<file path="config.mk">
export PLATFORM = sky130hd
export DESIGN_NAME = branch_resolve
export DESIGN_NICKNAME = d
export VERILOG_FILES = /design/src/rtl/branch_resolve.sv
export SDC_FILE = /design/constraint.sdc
export NUM_CORES = 1
export LEC_CHECK = 0
export ABC_AREA = 1
export BUFFER_PORTS_ARGS = -buffer_cell sky130_fd_sc_hd__buf_2
export CAP_MARGIN = 10
export CORE_MARGIN = 4
export CORE_UTILIZATION = 41
export CTS_BUF_LIST = sky130_fd_sc_hd__clkbuf_4 sky130_fd_sc_hd__clkbuf_8 sky130_fd_sc_hd__clkbuf_16
export DETAILED_ROUTE_END_ITERATION = 6
export PLACE_DENSITY_LB_ADDON = 0.15
export SKIP_LAST_GASP = 1
export SYNTH_ARGS = -nofsm -noshare
export SYNTH_HDL_FRONTEND = slang
export SYNTH_SLANG_ARGS = --single-unit
</file>
<file path="constraint.sdc">
create_clock -name clk -period 4 [get_ports clk]
set_input_delay 0.4 -clock clk [delete_from_list [all_inputs] [get_ports clk]]
set_output_delay 0.4 -clock clk [all_outputs]
set_load 0.02 [all_outputs]
</file>
<file path="src/rtl/branch_resolve.sv">
// Branch/jump resolution stage: evaluates the execute-stage control transfer,
// raises traps, detects mispredicts, and squashes the shadow of any redirect.
module branch_resolve #(
  parameter int unsigned SHADOW = 2,
  parameter logic [31:0] MTVEC  = 32'h00000010
) (
  input  logic        clk,
  input  logic        rst_n,
  input  logic        pipe_flush,
  input  logic        ex_mb__valid,
  input  logic [31:0] ex_mb__pc,
  input  logic [31:0] ex_mb__pc_4,
  input  logic [31:0] ex_mb__imm,
  input  logic [31:0] ex_mb__rs1,
  input  logic [31:0] ex_mb__rs2,
  input  logic        ex_mb__is_branch,
  input  logic        ex_mb__is_jal,
  input  logic        ex_mb__is_jalr,
  input  logic [2:0]  ex_mb__funct3,
  input  logic        ex_mb__trap,
  input  logic [3:0]  ex_mb__trap_cause,
  input  logic        ex_mb__predict_taken,
  input  logic [31:0] ex_mb__predict_target,
  output logic [31:0] mb_if__pc,
  output logic [31:0] mb_if__pc_4,
  output logic [31:0] mb_if__jump_target,
  output logic [31:0] mb_if__predict_target,
  output logic        mb_if__branch_taken,
  output logic        mb_if__trap_taken,
  output logic        mb_if__predict_taken,
  output logic [31:0] mepc,
  output logic [3:0]  mcause,
  output logic [31:0] ctr_branch,
  output logic [31:0] ctr_mispredict
);

  localparam logic [2:0] SHADOW_CNT = 3'(SHADOW);

  typedef enum logic {
    RUN,
    SQUASH
  } state_e;

  state_e      state_q, state_d;
  logic [2:0]  cnt_q, cnt_d;

  logic [31:0] pc_q, pc_d, pc4_q, pc4_d, jt_q, jt_d, ptgt_q, ptgt_d;
  logic        bt_q, bt_d, tt_q, tt_d, pt_q, pt_d;
  logic [31:0] mepc_q, mepc_d;
  logic [3:0]  mcause_q, mcause_d;
  logic [31:0] ctr_branch_q, ctr_branch_d, ctr_mispredict_q, ctr_mispredict_d;

  logic        accept, cond, is_xfer, taken, trap, mispredict, redirect;
  logic [31:0] pc_sum, jalr_sum, target;
  logic [3:0]  cause;

  // Resolve condition, target, trap priority and mispredict for the current input
  always_comb begin
    accept = ex_mb__valid && !pipe_flush && (state_q == RUN);
    unique case (ex_mb__funct3)
      3'b000:  cond = (ex_mb__rs1 == ex_mb__rs2);
      3'b001:  cond = (ex_mb__rs1 != ex_mb__rs2);
      3'b100:  cond = ($signed(ex_mb__rs1) <  $signed(ex_mb__rs2));
      3'b101:  cond = ($signed(ex_mb__rs1) >= $signed(ex_mb__rs2));
      3'b110:  cond = (ex_mb__rs1 <  ex_mb__rs2);
      3'b111:  cond = (ex_mb__rs1 >= ex_mb__rs2);
      default: cond = 1'b0;
    endcase
    is_xfer  = ex_mb__is_branch || ex_mb__is_jal || ex_mb__is_jalr;
    taken    = ex_mb__is_jal || ex_mb__is_jalr || (ex_mb__is_branch && cond);
    pc_sum   = ex_mb__pc + ex_mb__imm;
    jalr_sum = ex_mb__rs1 + ex_mb__imm;
    target   = ex_mb__is_jalr ? {jalr_sum[31:1], 1'b0} : pc_sum;

    trap  = 1'b1;
    cause = 4'd0;
    if (ex_mb__trap) begin
      cause = ex_mb__trap_cause;
    end else if (ex_mb__is_branch && (ex_mb__funct3[2:1] == 2'b01)) begin
      cause = 4'd2;
    end else if (taken && target[1]) begin
      cause = 4'd0;
    end else begin
      trap = 1'b0;
    end

    mispredict = (ex_mb__predict_taken != taken) ||
                 (taken && (ex_mb__predict_target != target));
    redirect   = accept && (trap || mispredict);
  end

  // Squash FSM next state: hold off acceptance for SHADOW cycles after a redirect
  always_comb begin
    state_d = state_q;
    cnt_d   = cnt_q;
    unique case (state_q)
      RUN: begin
        if (redirect) begin
          state_d = SQUASH;
          cnt_d   = SHADOW_CNT;
        end
      end
      SQUASH: begin
        if (cnt_q <= 3'd1) begin
          cnt_d   = '0;
          state_d = RUN;
        end else begin
          cnt_d = cnt_q - 3'd1;
        end
      end
      default: begin
        state_d = RUN;
        cnt_d   = '0;
      end
    endcase
  end

  // Output, CSR and counter next state; flags pulse only for accepted inputs
  always_comb begin
    pc_d             = pc_q;
    pc4_d            = pc4_q;
    jt_d             = jt_q;
    ptgt_d           = ptgt_q;
    bt_d             = 1'b0;
    tt_d             = 1'b0;
    pt_d             = 1'b0;
    mepc_d           = mepc_q;
    mcause_d         = mcause_q;
    ctr_branch_d     = ctr_branch_q;
    ctr_mispredict_d = ctr_mispredict_q;
    if (accept) begin
      pc_d   = ex_mb__pc;
      pc4_d  = ex_mb__pc_4;
      ptgt_d = ex_mb__predict_target;
      if (trap) begin
        tt_d     = 1'b1;
        jt_d     = MTVEC;
        mepc_d   = ex_mb__pc;
        mcause_d = cause;
      end else begin
        bt_d = taken;
        pt_d = ex_mb__predict_taken;
        jt_d = target;
        if (is_xfer)    ctr_branch_d     = ctr_branch_q + 32'd1;
        if (mispredict) ctr_mispredict_d = ctr_mispredict_q + 32'd1;
      end
    end
  end

  // State and output registers with asynchronous active-low clear
  always_ff @(posedge clk or negedge rst_n) begin
    if (!rst_n) begin
      state_q          <= RUN;
      cnt_q            <= '0;
      pc_q             <= '0;
      pc4_q            <= '0;
      jt_q             <= '0;
      ptgt_q           <= '0;
      bt_q             <= 1'b0;
      tt_q             <= 1'b0;
      pt_q             <= 1'b0;
      mepc_q           <= '0;
      mcause_q         <= '0;
      ctr_branch_q     <= '0;
      ctr_mispredict_q <= '0;
    end else begin
      state_q          <= state_d;
      cnt_q            <= cnt_d;
      pc_q             <= pc_d;
      pc4_q            <= pc4_d;
      jt_q             <= jt_d;
      ptgt_q           <= ptgt_d;
      bt_q             <= bt_d;
      tt_q             <= tt_d;
      pt_q             <= pt_d;
      mepc_q           <= mepc_d;
      mcause_q         <= mcause_d;
      ctr_branch_q     <= ctr_branch_d;
      ctr_mispredict_q <= ctr_mispredict_d;
    end
  end

  assign mb_if__pc             = pc_q;
  assign mb_if__pc_4           = pc4_q;
  assign mb_if__jump_target    = jt_q;
  assign mb_if__predict_target = ptgt_q;
  assign mb_if__branch_taken   = bt_q;
  assign mb_if__trap_taken     = tt_q;
  assign mb_if__predict_taken  = pt_q;
  assign mepc                  = mepc_q;
  assign mcause                = mcause_q;
  assign ctr_branch            = ctr_branch_q;
  assign ctr_mispredict        = ctr_mispredict_q;

endmodule
</file>
---- Word level (Yosys, flattened, before mapping) ----
Cells that the tools add are included.
storage, ports and cells
  register bits ........................... 235
  word-level logic and storage cells ...... 74
operators by class
  $add $sub $neg .......................... 5
  order comparisons ....................... 5
  eq/ne operators ......................... 11
  muxes and demuxes ....................... 20
  bitwise logic cells ..................... 2
  reduce and logical (&&, ||, !) cells .... 18
operators by type and width
  kind                     number
  $add A32 B1 Y32 const B  2
  $add A32 B32 Y32         2
  $ge A32 B32 Y1           2
  $lt A32 B32 Y1           2
  $mux W32                 2
  $ne A32 B32 Y1           2
  $eq A32 B32 Y1           1
  $eq A3 B3 Y1 const B     4
  $mux W1                  11
  $logic_and A1 B1 Y1      7
  $logic_or A1 B1 Y1       6
  $mux W3                  2
  $pmux W1 S6              1
  $pmux W3 S2              1
  $reduce_and A3 Y1        2
  $mux W4                  1
  $eq A3 B1 Y1 const B     1
  $le A3 B1 Y1 const B     1
  $logic_not A3 Y1         1
  $sub A3 B1 Y3 const B    1
  $eq A2 B1 Y1 const B     1
  $mux W2                  1
  $ne A2 B2 Y1 const B     1
  $not A1 Y1               2
  4 further kinds          4

---- Longest topological paths before layout ----
Gate-level depths: netlist of the first run.
  word-level depth ........................ 12
  gate-level depth with buffers ........... 26
  depth with buffers taken out ............ 25

---- Least setup slack after synthesis of the first run ----
OpenSTA, ideal clock, no wires.
  path kind ............................... input -> register
  start point ............................. in ex_mb__pc[0]
  end point ............................... reg ctr_mispredict_q[27] (netlist: ctr_mispredict[27])
  library setup time ...................... 0.117 ns
  data arrival time ....................... 2.639 ns
  required time ........................... 3.883 ns
  path slack .............................. 1.244 ns
  stages .................................. 23
  buffers on the path ..................... 1
  cells stage by stage .................... ha_1 -> fa_1 -> nand2_1 -> nand3_2 -> nand3_1 -> nand2_2 -> nand2_1 -> nand2_2 -> nand2_1 -> nand3_1 -> nand2_1 -> nand2_1 -> nand2_1 -> nand3_1 -> nor2_1 -> nand3_1 -> nor2_1 -> nand3_2 -> nand3b_4 -> inv_2 -> buf_2 -> nand2_1 -> nand2_1
between the ends
  word-level cells in the longest chain between the ends .. 8
  elaborated cells on any way between the ends .. 11
  those cells by class .................... add/sub: 1; eq/ne: 1; mux: 4; bitwise: 1; reduce/logical: 4
RTL lines
  element                                                 line  text
  from (decl)                                             11    input logic [31:0] ex_mb__pc,
  $add A32 B32 Y32 *                                      71    pc_sum = ex_mb__pc + ex_mb__imm;
  $mux W32 *                                              73    target = ex_mb__is_jalr ? {jalr_sum[31:1], 1'b0} : pc_sum;
  branches (longest 5 deep; another with $ne A32 B32 Y1)  -
  $reduce_and A3 Y1 (no source line) *                    -
  to (signal assigned)                                    179   ctr_mispredict_q <= ctr_mispredict_d;
  to (decl)                                               51    logic [31:0] ctr_branch_q, ctr_branch_d, ctr_mispredict_q, ctr_mispredict_d;
Mark *: on every way between the ends.
A chain may end at the register's enable or synchronous reset.

---- Final worst setup path of the first run ----
  start point ............................. in ex_mb__imm[0]
  end point ............................... reg ctr_mispredict_q[5] (netlist: ctr_mispredict[5])
between the ends
  word-level cells in the longest chain between the ends .. 8
  elaborated cells on any way between the ends .. 12
  those cells by class .................... add/sub: 2; eq/ne: 1; mux: 4; bitwise: 1; reduce/logical: 4
RTL lines
  element                                                 line    text
  from (decl)                                             13      input logic [31:0] ex_mb__imm,
  $add A32 B32 Y32 (on tied branches)                     71, 72
  $mux W32 *                                              73
  branches (longest 5 deep; another with $ne A32 B32 Y1)  -
  $reduce_and A3 Y1 (no source line) *                    -
Marked as above.

==> results.md, run 1 <==
- Yosys top cell area share: 34.7%
- Chip Height: 211 µm
- Register clock-pin slew on the reported worst setup and hold paths: 60 ps
- Post-Syn Instances: 2600
- P&R area growth vs syn: 21.5%
- Synth warn: 0
- Maximum VDD drop: 296 µV
- Most common cell in the netlist: nand2_1
- Fin crit period: approximately 3300 ps
- Post-CTS repair timing setup buffer count: 0
- Max-Cap Viols: 0
- Port Buffers: roughly 440
- # H-tree levels: 1
- Fmax achieved: 300 MHz
- Syn_area_per_cell: 6.52 µm²
- Hold_ws: slightly below 60 ps
- Req. time, crit path: approximately 4400 ps
- Main synth FF type: dfrtp_1
- Crit start category: input port
- Worst path arrival time: ~3700 ps
- Hold WC Path Type: in -> reg
- Top cells by count, synth: nand2_1, inv_1, dfrtp_1
- # nets final: approximately 3300
- Clock latency on the worst-skew pair: between 500 and 600 ps
- CP Max Fanout: 29
- Sink Count: 235
- Via count: ~18000
- ANT nets after route: 0
- # IOs: 439
- Global route total overflow: 0
- Dpl ws: 132 ps
- RSZ-0062 raised after global routing: no
- Sequential element share of the synthesized area: a little over a third
- CTS max path bufs: 3
- CP Capture Type: flip-flop
- P_leak: between 0.01 and 0.015 µW
- Initial antenna violation count: 6
- Synth area leaders: dfrtp_1, nand2_1, inv_1, ha_1, nand3_1
- Placed cell areas: 0.0197 mm²
- Critical path class: in -> reg
- #FFs+latches synth: 235
- Outcome: complete, no violations
- Setup_tns: 0 ps
- Multi-input gate area: 0.00939 mm²
- Worst-Margin Slew: about 870 ps
- Initial detailed-routing violation count: 1275
- Global router's overall resource usage: 26.9%
- CTS tree: yes
- Remaining DRCs: 0
- PnR worst setup slack: 666 ps
- Core footprint: 0.0408 mm²
- Final Max Slew Viols: 0
- CTS root buf: clkbuf_16
- Non-filler cells, final: 3581
- Layout fillers: 4225
- Mapped Area: approximately 0.017 mm²
- Endpoints failing setup: 0
- Largest net degree at the start of global routing: 120
- DP Cell Count: 3528
- Drt total wl: 62.4 mm
- Pwr dens: 516 mW/mm²
- Post-synth EDFFs: 0
- Vias in the first global route: between 15000 and 20000
- CTS buffer count: 26
- Vias/cell: 5.01
- Hold Vio Cnt, Final: 0
- First-pass GRT wire length: 95.0 mm
- Ratio of cells with drive above 1 in the final layout: 17.4%
- Syn Nets: 2907
- Initial Util: 41.5%
- Clock Skews: 12.4 ps
- Register area: about 0.0059 mm²
- Synth cell types: 39
- Die X: between 200 and 250 µm
- Drt pass-1 iters: 5
- Max_slew headroom: 41.7%
- Synth area leader: dfrtp_1
- Core Rows: 74
- WL per Instance: ~17 µm
- Ys async rst share: 100%
- Cell area after layout: about 0.02 mm²
- HPWL Detailed: a little over 50 mm
- Placer Congestion: a little under 1
- DIE AREA: ~0.045 mm²
- Fin crit share: 83.3%
-- cell usage in the layout, fill, tap and decap left out, types with 2 or more instances in the layout --
cell       netlist  final
clkbuf_16        0     27
nand3_2          4      4
inv_1          362    362
inv_2           10     10
xor2_1          46     46
a21o_1           2      2
bufinv_16        0      2
clkbuf_4         0      4
buf_4            5     12
clkinv_2         0      5
and2_1           4      4
nor3_1          36     36
clkbuf_8         0      7
nor3_2           3      3
ha_1            97     97
nand4_1         24     24
dfrtp_1        235    235
a21oi_1         55     55
o21bai_1        10     10
a22o_1           2      2
nor2_1         176    176
diode_2          0      7
xnor2_1         22     22
nand2_1       1052   1050
nand3_1        208    208
buf_12           0      3
o21ai_1          7      7
a21oi_2          2      2
nand2_4          1      2
fa_1             2      2
nand3b_1        14     14
nor4_1          17     17
buf_2           13    437
nor2_2           4      4
nand2_2          4      5
o21ai_0        137    137
-- through the flow --
stage / total power, µW / utilization (%)
after floorplan: 6370 / -
after global placement: 8120 / 48.2
after detailed placement: 8200 / 48.2
after CTS: 10700 / 50.4
after global routing: 11300 / 50.5
final: 10600 / 50.5
-- cells by family after synthesis --
logic type	Yosys count	synth area share, %
AND/OR/NAND/NOR	1550	37.7
adder cells (fa/ha/maj)	99	7.39
flip-flops	235	34.7
buffers and inverters	430	9.99
XOR/XNOR	68	3.51
AO/OA/AOI/OAI	218	6.75
-- registers in the layout (all words and copies together), names as in the netlist, 3 cells and up --
register               cells
mcause                     4
mepc                      32
mb_if__predict_target     32
mb_if__pc                 32
mb_if__pc_4               32
cnt_q                      3
ctr_mispredict            32
mb_if__jump_target        32
ctr_branch                32
-- power breakdown --
group / leakage (µW) / switching, µW / internal, µW
registers: 0.00305 / 518 / 3210
logic: 0.00872 / 3030 / 1390
clock network: 0.000449 / 965 / 1510
-- layer usage --
metal	track usage [%]	wire, µm
met3	2.80	3560
met4	8.55	1980
met1	36.6	27500
met2	45.3	29400
met5	0	0
-- worst max-delay path, stage by stage --
cell and delay, ps:
buf_2 120, nand2_1 50, inv_1 70, fa_1 430, nand3_1 90, nand3_1 120, nand2_1 110, nand2_1 130
nand2_1 110, nand2_1 130, nand2_1 100, nand3_1 150, nand2_1 160, nand2_1 60, nand2_1 70, nand3_1 70
nor2_1 280, nand3_1 120, nor2_1 140, nand3_2 150, nand3b_4 200, buf_4 320, o21ai_0 130
-- timing repair --
action	4_1_cts	5_1_grt
hold buffers	1	0
endpoints found under the hold margin	90	0
resized for setup	0	0
-- final timing paths --
| kind | start | endpoint | slack [ps] | cells past startpoint |
|---|---|---|---|---|
| worst max-delay path | ex_mb__imm[0] | ctr_mispredict[5]$_DFFE_PN0P_ | 670 | 23 |
| worst min-delay path | ex_mb__pc_4[11] | mb_if__pc_4[11]$_DFFE_PN0P_ | 60 | 3 |
| worst max register to register | state_q$_DFF_PN0_ | mepc[22]$_DFFE_PN0P_ | 1520 | 8 |
| worst min register to register | mb_if__pc_4[7]$_DFFE_PN0P_ | mb_if__pc_4[7]$_DFFE_PN0P_ | 470 | 2 |
| max in group asynchronous | rst_n | mepc[29]$_DFFE_PN0P_ | 2300 | 3 |
| min in group asynchronous | rst_n | ctr_mispredict[0]$_DFFE_PN0P_ | 530 | 2 |
-- layout make-up --
| cell class | instances | area share [%] |
|---|---|---|
| multi-input combinational | 1935 | 45.6 |
| antenna | 7 | 0.0850 |
| clock buffer | 38 | 3.89 |
| inverter | 373 | 6.80 |
| sequential | 235 | 28.5 |
| tap | 532 | 3.23 |
| timing repair buffer | 454 | 11.5 |
| clock inverter | 7 | 0.413 |
(Power assumes the default switching activity.)
==> run 2, diff against run 1 <==
==> constraint.sdc (replaced) <==
create_clock -name clk -period 3.4 [get_ports clk]
set_input_delay 0.34 -clock clk [delete_from_list [all_inputs] [get_ports clk]]
set_output_delay 0.34 -clock clk [all_outputs]
set_load 0.02 [all_outputs]
==> run 2 against run 1 <==
Compared with the run above:
- register-to-register slack got worse by 460 ps
- critical path type unchanged
- non-clock buffer count rose by 53
- highest routed layer is now met5
- core utilization rose by 1.3 points
- critical path depth fell by 3
- critical endpoint is now ctr_mispredict[6]$_DFFE_PN0P_
- worst hold slack got worse by 15 ps
- routed wire length fell by 0.63%
- total power rose by 18%
- largest cell class unchanged
- clock-buffer cell count rose by 6
==> results.md, run 2 (synthesis gave the netlist of run 1 again) <==
- Outcome: complete, no violations
- CP Max Fanout: 21 (-28%)
- Critical path class: in -> reg
- Clock latency on the worst-skew pair: 540 ps (about the same)
- # IOs: 439 (unchanged)
- Port Buffers: 438 (unchanged)
- Most common cell after layout, fill and taps aside: nand2_1
- Global router's overall resource usage: 26.8% (-0.070 points)
- Maximum VDD drop: 317 µV (+7.1%)
- P_leak: 0.0125 µW (+2.1%)
- RSZ-0062 raised after global routing: no
- Initial Util: 41.5% (unchanged)
- Hold Vio Cnt, Final: 0 (unchanged)
- Core footprint: 0.0408 mm² (unchanged)
- CP Capture Type: flip-flop
- Sink Count: 235 (unchanged)
- # H-tree levels: 1 (unchanged)
- Drt total wl: 62.1 mm (-0.63%)
- Crit start category: input port
- PnR worst setup slack: 570 ps (-95.8 ps)
- Global route total overflow: 0 (unchanged)
- Worst-Margin Slew: 936 ps (+61.7 ps)
- Reg-to-reg startpoint: ctr_branch[1]$_DFFE_PN0P_
- HPWL Detailed: 51.1 mm (-1.3%)
- Hold_ws: 42.5 ps (-15.3 ps)
- CTS max path bufs: 3 (unchanged)
- CTS tree: yes
- Vias/cell: 4.96 (-0.85%)
- Max layer used: met5
- Commonest cells after routing, fill and taps aside: nand2_1, buf_2, inv_1, dfrtp_1, nand3_1
- Fin crit period: 2830 ps
- Post-CTS repair timing setup buffer count: 0 (unchanged)
- Initial detailed-routing violation count: 1295 (+1.6%)
- Remaining DRCs: 0 (unchanged)
- # nets final: 3385 (+1.6%)
- WHS Path Cells: 3 (unchanged)
- Ratio of cells with drive above 1 in the final layout: 17.9% (+0.49 points)
- Pwr dens: 593 mW/mm² (+15%)
- CP startpoint: ex_mb__imm[0]
- Fin crit share: 83.2%
- Placer Congestion: 0.929 (-5.2%)
- Drt pass-1 iters: 5 (unchanged)
- Largest net degree at the start of global routing: 189 (+57%)
- Setup_tns: 0 ps (unchanged)
- Req. time, crit path: 3860 ps (-540 ps)
- Via count: 18000 (+0.62%)
- Fmax achieved: 353 MHz
- Met1 WL: 27.6 mm (+0.23%)
- CTS root buf: clkbuf_16
- Met2 Wirelength: 29.4 mm (+0.17%)
- Register clock-pin slew on the reported worst setup and hold paths: 60 ps (about the same)
- Worst r2r path cells: 12 (+4)
- P&R area growth vs syn: 24.7%
- CTS buffer count: 26 (unchanged)
- Die X: 211 µm (unchanged)
- Met3 wire len: 3.17 mm (-11%)
- First-pass GRT wire length: 95.3 mm (+0.29%)
- Dpl ws: 46.3 ps (-85.4 ps)
- Hold_sp: ex_mb__predict_target[1]
- Max_slew headroom: 37.6% (-4.1 points)
- Final Max Slew Viols: 0 (unchanged)
- Vias in the first global route: 17400 (+1.3%)
- Max-Cap Viols: 0 (unchanged)
- Chip Height: 211 µm (unchanged)
- DIE AREA: 0.0447 mm² (unchanged)
- Worst path arrival time: 3290 ps (-440 ps)
- Initial antenna violation count: 6 (unchanged)
- Endpoints failing setup: 0 (unchanged)
- Hold WC Path Type: in -> reg
- Core Rows: 74 (unchanged)
- WL per Instance: 17.1 µm (-2.1%)
- Clock Skews: 15.0 ps (+2.64 ps)
- ANT nets after route: 0 (unchanged)
==> run 2: layout make-up <==
type | instances | area [µm²]
fillers | 4241 | 19700
multi-input cells | 1935 | 9390
flip-flops and latches | 235 | 5880
repair buffers | 507 | 2890
inverters | 373 | 1400
clock buffers | 44 | 853
well taps | 532 | 666
clock inverters | 4 | 48.8
diodes | 4 | 10.0
==> run 2: metal layers <==
metal | up-vias | track usage (%)
li1 | 9102 | -
met1 | 8322 | 36.7
met2 | 523 | 45.7
met3 | 87 | 2.50
met4 | 2 | 7.60
met5 | - | 0
==> run 2: power by group <==
part | internal (µW) | switching [µW] | leakage [µW]
Sequential | 3780 | 592 | 0.00305
Combinational | 1690 | 3550 | 0.00898
Clock | 1780 | 1130 | 0.000458
==> run 2: repair_timing <==
| item | in CTS | in global routing |
|---|---|---|
| hold endpoints to repair | 140 | 0 |
| hold buffers | 32 | 0 |
| resized for setup | 0 | 0 |
==> run 2: final timing paths <==
kind | endpoint | slack [ps]
max in group asynchronous | mepc[29]$_DFFE_PN0P_ | 1870
min in group asynchronous | ctr_mispredict[4]$_DFFE_PN0P_ | 510
worst min-delay path | mb_if__predict_target[1]$_DFFE_PN0P_ | 40
worst max-delay path | ctr_mispredict[6]$_DFFE_PN0P_ | 570
worst min register to register | mb_if__pc_4[11]$_DFFE_PN0P_ | 470
worst max register to register | ctr_branch[24]$_DFFE_PN0P_ | 1060
==> run 2: critical path: stages <==
cell and delay (ps):
buf_2 120, ha_1 230, fa_1 400, nand2_1 110
nand3_2 100, and3_1 160, o21ai_0 280, nand2_1 140
nand2_1 80, nand2_1 50, nor2_1 160, nand3_1 100
nor2_1 130, nand3_1 100, nor2_1 120, nand3_2 140
nand3b_4 130, buf_4 250, nand2_1 80, o21ai_1 80
==> run 2: per-stage QoR <==
stage	std cells	instance area (µm²)	utilization, %	total power (µW)
4_1_cts	3630	21100	51.7	12600
5_1_grt	3633	21100	51.8	13400
6_report	3634	21100	51.8	12500
3_5_place_dp	3550	19900	48.7	9640
2_1_floorplan	2600	17000	-	7500
3_3_place_gp	3550	19900	48.7	9550
==> run 3, diff against run 2 <==
==> constraint.sdc (replaced) <==
create_clock -name clk -period 2.3 [get_ports clk]
set_input_delay 0.23 -clock clk [delete_from_list [all_inputs] [get_ports clk]]
set_output_delay 0.23 -clock clk [all_outputs]
set_load 0.02 [all_outputs]
==> run 3 against run 2 <==
Compared with the run above:
- the run now ends with setup timing left
- design area up 24%
- flip-flop and latch count unchanged
- combinational power up 79%
- clock skew down 2.1 ps
- total power up 63%
- worst hold slack worse by 1.0 ps
- setup slack worse by 810 ps
- cell count up 9.0%
- core utilization up 12 points
- largest cell class unchanged
- non-clock buffer count up 329
- register-to-register slack worse by 980 ps
- routed wire length up 14%
==> results.md, run 3 (synthesis gave the netlist of run 1 again) <==
- Outcome: finished, violations left
- Failing checks: setup timing
- PnR worst setup slack: -241 ps (-812 ps)
- First-pass GRT wire length: 105 mm (+9.8%)
- Worst path arrival time: 2980 ps (-310 ps)
- Clock latency on the worst-skew pair: 550 ps (about the same)
- Fin crit share: 110%
- Endpoints failing setup: 76 (+76)
- Worst-Margin Slew: 787 ps (-149 ps)
- RSZ-0062 raised after global routing: yes
- ANT nets after route: 0 (unchanged)
- DIE AREA: 0.0447 mm² (unchanged)
- Max-Cap Viols: 0 (unchanged)
- Remaining DRCs: 0 (unchanged)
- Largest net degree at the start of global routing: 106 (-44%)
- Fmax achieved: 394 MHz
- Global router's overall resource usage: 29.3% (+2.5 points)
- Final Max Slew Viols: 0 (unchanged)
- Vias in the first global route: 19500 (+12%)
- Chip Height: 211 µm (unchanged)
- Initial detailed-routing violation count: 1424 (+10%)
- Dpl ws: -1100 ps (-1140 ps)
- Sequential power share: 31.9% (-3.0 points)
- Port Buffers: 438 (unchanged)
- P_leak: 0.0145 µW (+16%)
- Crit start category: input port
- Register clock-pin slew on the reported worst setup and hold paths: 60 ps (about the same)
- Drt pass-1 iters: 7 (+2)
- Core Rows: 74 (unchanged)
- Overall Power: 20500 µW (+63%)
- Drt total wl: 70.5 mm (+14%)
- Ratio of cells with drive above 1 in the final layout: 32.9% (+15 points)
- WL per Instance: 17.8 µm (+4.3%)
- Global route total overflow: 0 (unchanged)
- Net Switching: 8580 µW (+63%)
- Combinational power share: 45.8% (+3.9 points)
- # nets final: 3717 (+9.8%)
- Placed cell areas: 0.0218 mm² (+9.4%)
- HPWL Detailed: 53.3 mm (+4.3%)
- CTS buffer count: 27 (+3.8%)
- Pwr dens: 783 mW/mm² (+32%)
- CTS root buf: clkbuf_16
- CTS max path bufs: 3 (unchanged)
- Placer Congestion: 0.997 (+7.3%)
- # H-tree levels: 1 (unchanged)
- Sink Count: 235 (unchanged)
- P&R area growth vs syn: 54.1%
- Die X: 211 µm (unchanged)
- Most common cell after layout, fill and taps aside: nand2_1
- Vias/cell: 5.05 (+1.7%)
- Max_slew headroom: 47.5% (+9.9 points)
- Initial antenna violation count: 0 (-6)
- Fin crit period: between 2000 and 3000 ps
- CP Capture Type: flip-flop
- # IOs: 439 (unchanged)
- CTS tree: yes
- Cell area after layout: 0.0261 mm² (+24%)
- Hold Vio Cnt, Final: 0 (unchanged)
- Hold WC Path Type: in -> reg
- CP Max Fanout: 27 (+29%)
- Pint: 11900 µW (+64%)
- Hold_ws: 41.5 ps (-1.00 ps)
- Core footprint: 0.0408 mm² (unchanged)
- Req. time, crit path: 2740 ps (-1120 ps)
- Clock Skews: 12.9 ps (-2.12 ps)
- Initial Util: 41.5% (unchanged)
- Commonest cells after routing, fill and taps aside: nand2_1, buf_2, inv_1, buf_4, dfrtp_1
- Via count: 20000 (+11%)
- Clock power share: 22.3% (-0.9 points)
- Switching Share: 41.9% (-0.19 points)
- Critical path class: in -> reg
- Maximum VDD drop: 519 µV (+64%)
==> run 3: cell types whose count changed in the layout (fill, tap and decap cells not counted), sizes merged <==
cell         change
buf            +268
bufinv           +3
clkinvlp         +1
clkinv           -1
nand2            +2
dlygate4sd3     +54
inv              +3
diode            -3
==> run 3: area by class of cell <==
type                            count  area [µm²]
Sequential cell                   235        5880
Fill cell                        3676       14700
Antenna cell                        1        2.50
Clock buffer                       37         776
Inverter                          373        1440
Timing Repair Buffer              836        6150
Multi-Input combinational cell   1937       11100
Tap cell                          532         666
Clock inverter                     10         160
==> run 3: what timing repair did <==
item,in CTS,in global routing
pin swaps,49,69
endpoints found under the setup margin,137,139
gates resized for setup,190,247
cloned,13,11
setup buffers,29,11
hold endpoints to repair,150,0
hold buffers,86,0
==> run 3: final timing paths <==
path	slack (ps)	end	depth (start not counted)	from
max in group asynchronous	1320	mb_if__pc[7]$_DFFE_PN0P_	3	rst_n
worst min register to register	480	mb_if__jump_target[6]$_DFFE_PN0P_	2	mb_if__jump_target[6]$_DFFE_PN0P_
min in group asynchronous	200	ctr_mispredict[2]$_DFFE_PN0P_	2	rst_n
worst min-delay path	40	mb_if__predict_target[18]$_DFFE_PN0P_	3	ex_mb__predict_target[18]
worst max-delay path	-240	ctr_mispredict[31]$_DFFE_PN0P_	25	ex_mb__imm[0]
worst max register to register	80	ctr_branch[15]$_DFFE_PN0P_	11	ctr_branch[2]$_DFFE_PN0P_
==> run 3: worst max-delay path, cell delays in order <==
cell and delay [ps]:
buf_8 100, ha_4 150, fa_2 410, nand2_2 90, nand3_2 90, buf_6 140
nand3_4 60, nand2_4 80, nand2_4 80, nand2_4 60, nand2_2 50, nand3_2 100
nand2_2 100, nand2_1 50, nand2_1 80, nand3_2 100, nor2_4 150, nand3_2 80
nor2_2 100, nand3_2 150, nand3b_4 190, buf_12 140, inv_12 60, nand2_1 70
nand2_1 50
==> run 3: routing by layer <==
layer  up-vias  track usage, %  share of wire (%)
met3       113            3.62                6.4
met2       697            51.5                 49
met4         0            7.73                2.9
li1       9782               -                  -
met5         -               0                  0
met1      9400            38.5                 42
==> run 3: power by group through the flow <==
stage	combinational, µW	sequential, µW	clock [µW]
final	9370	6530	4550
after global routing	10100	6690	4790
after CTS	8880	6480	4630
after detailed placement	8320	6530	0
after global placement	8210	6480	0
after floorplan	2890	8230	0
==> run 3: stage by stage <==
step / TNS (ps) / instances / utilization (%)
detailed placement: -115090 / 3774 / 53.3
finish: -9800 / 3961 / 64.0
floorplan: -4530 / 2600 / -
global route: -25860 / 3960 / 64.0
CTS: -7580 / 3947 / 61.3
global placement: -106170 / 3774 / 53.3
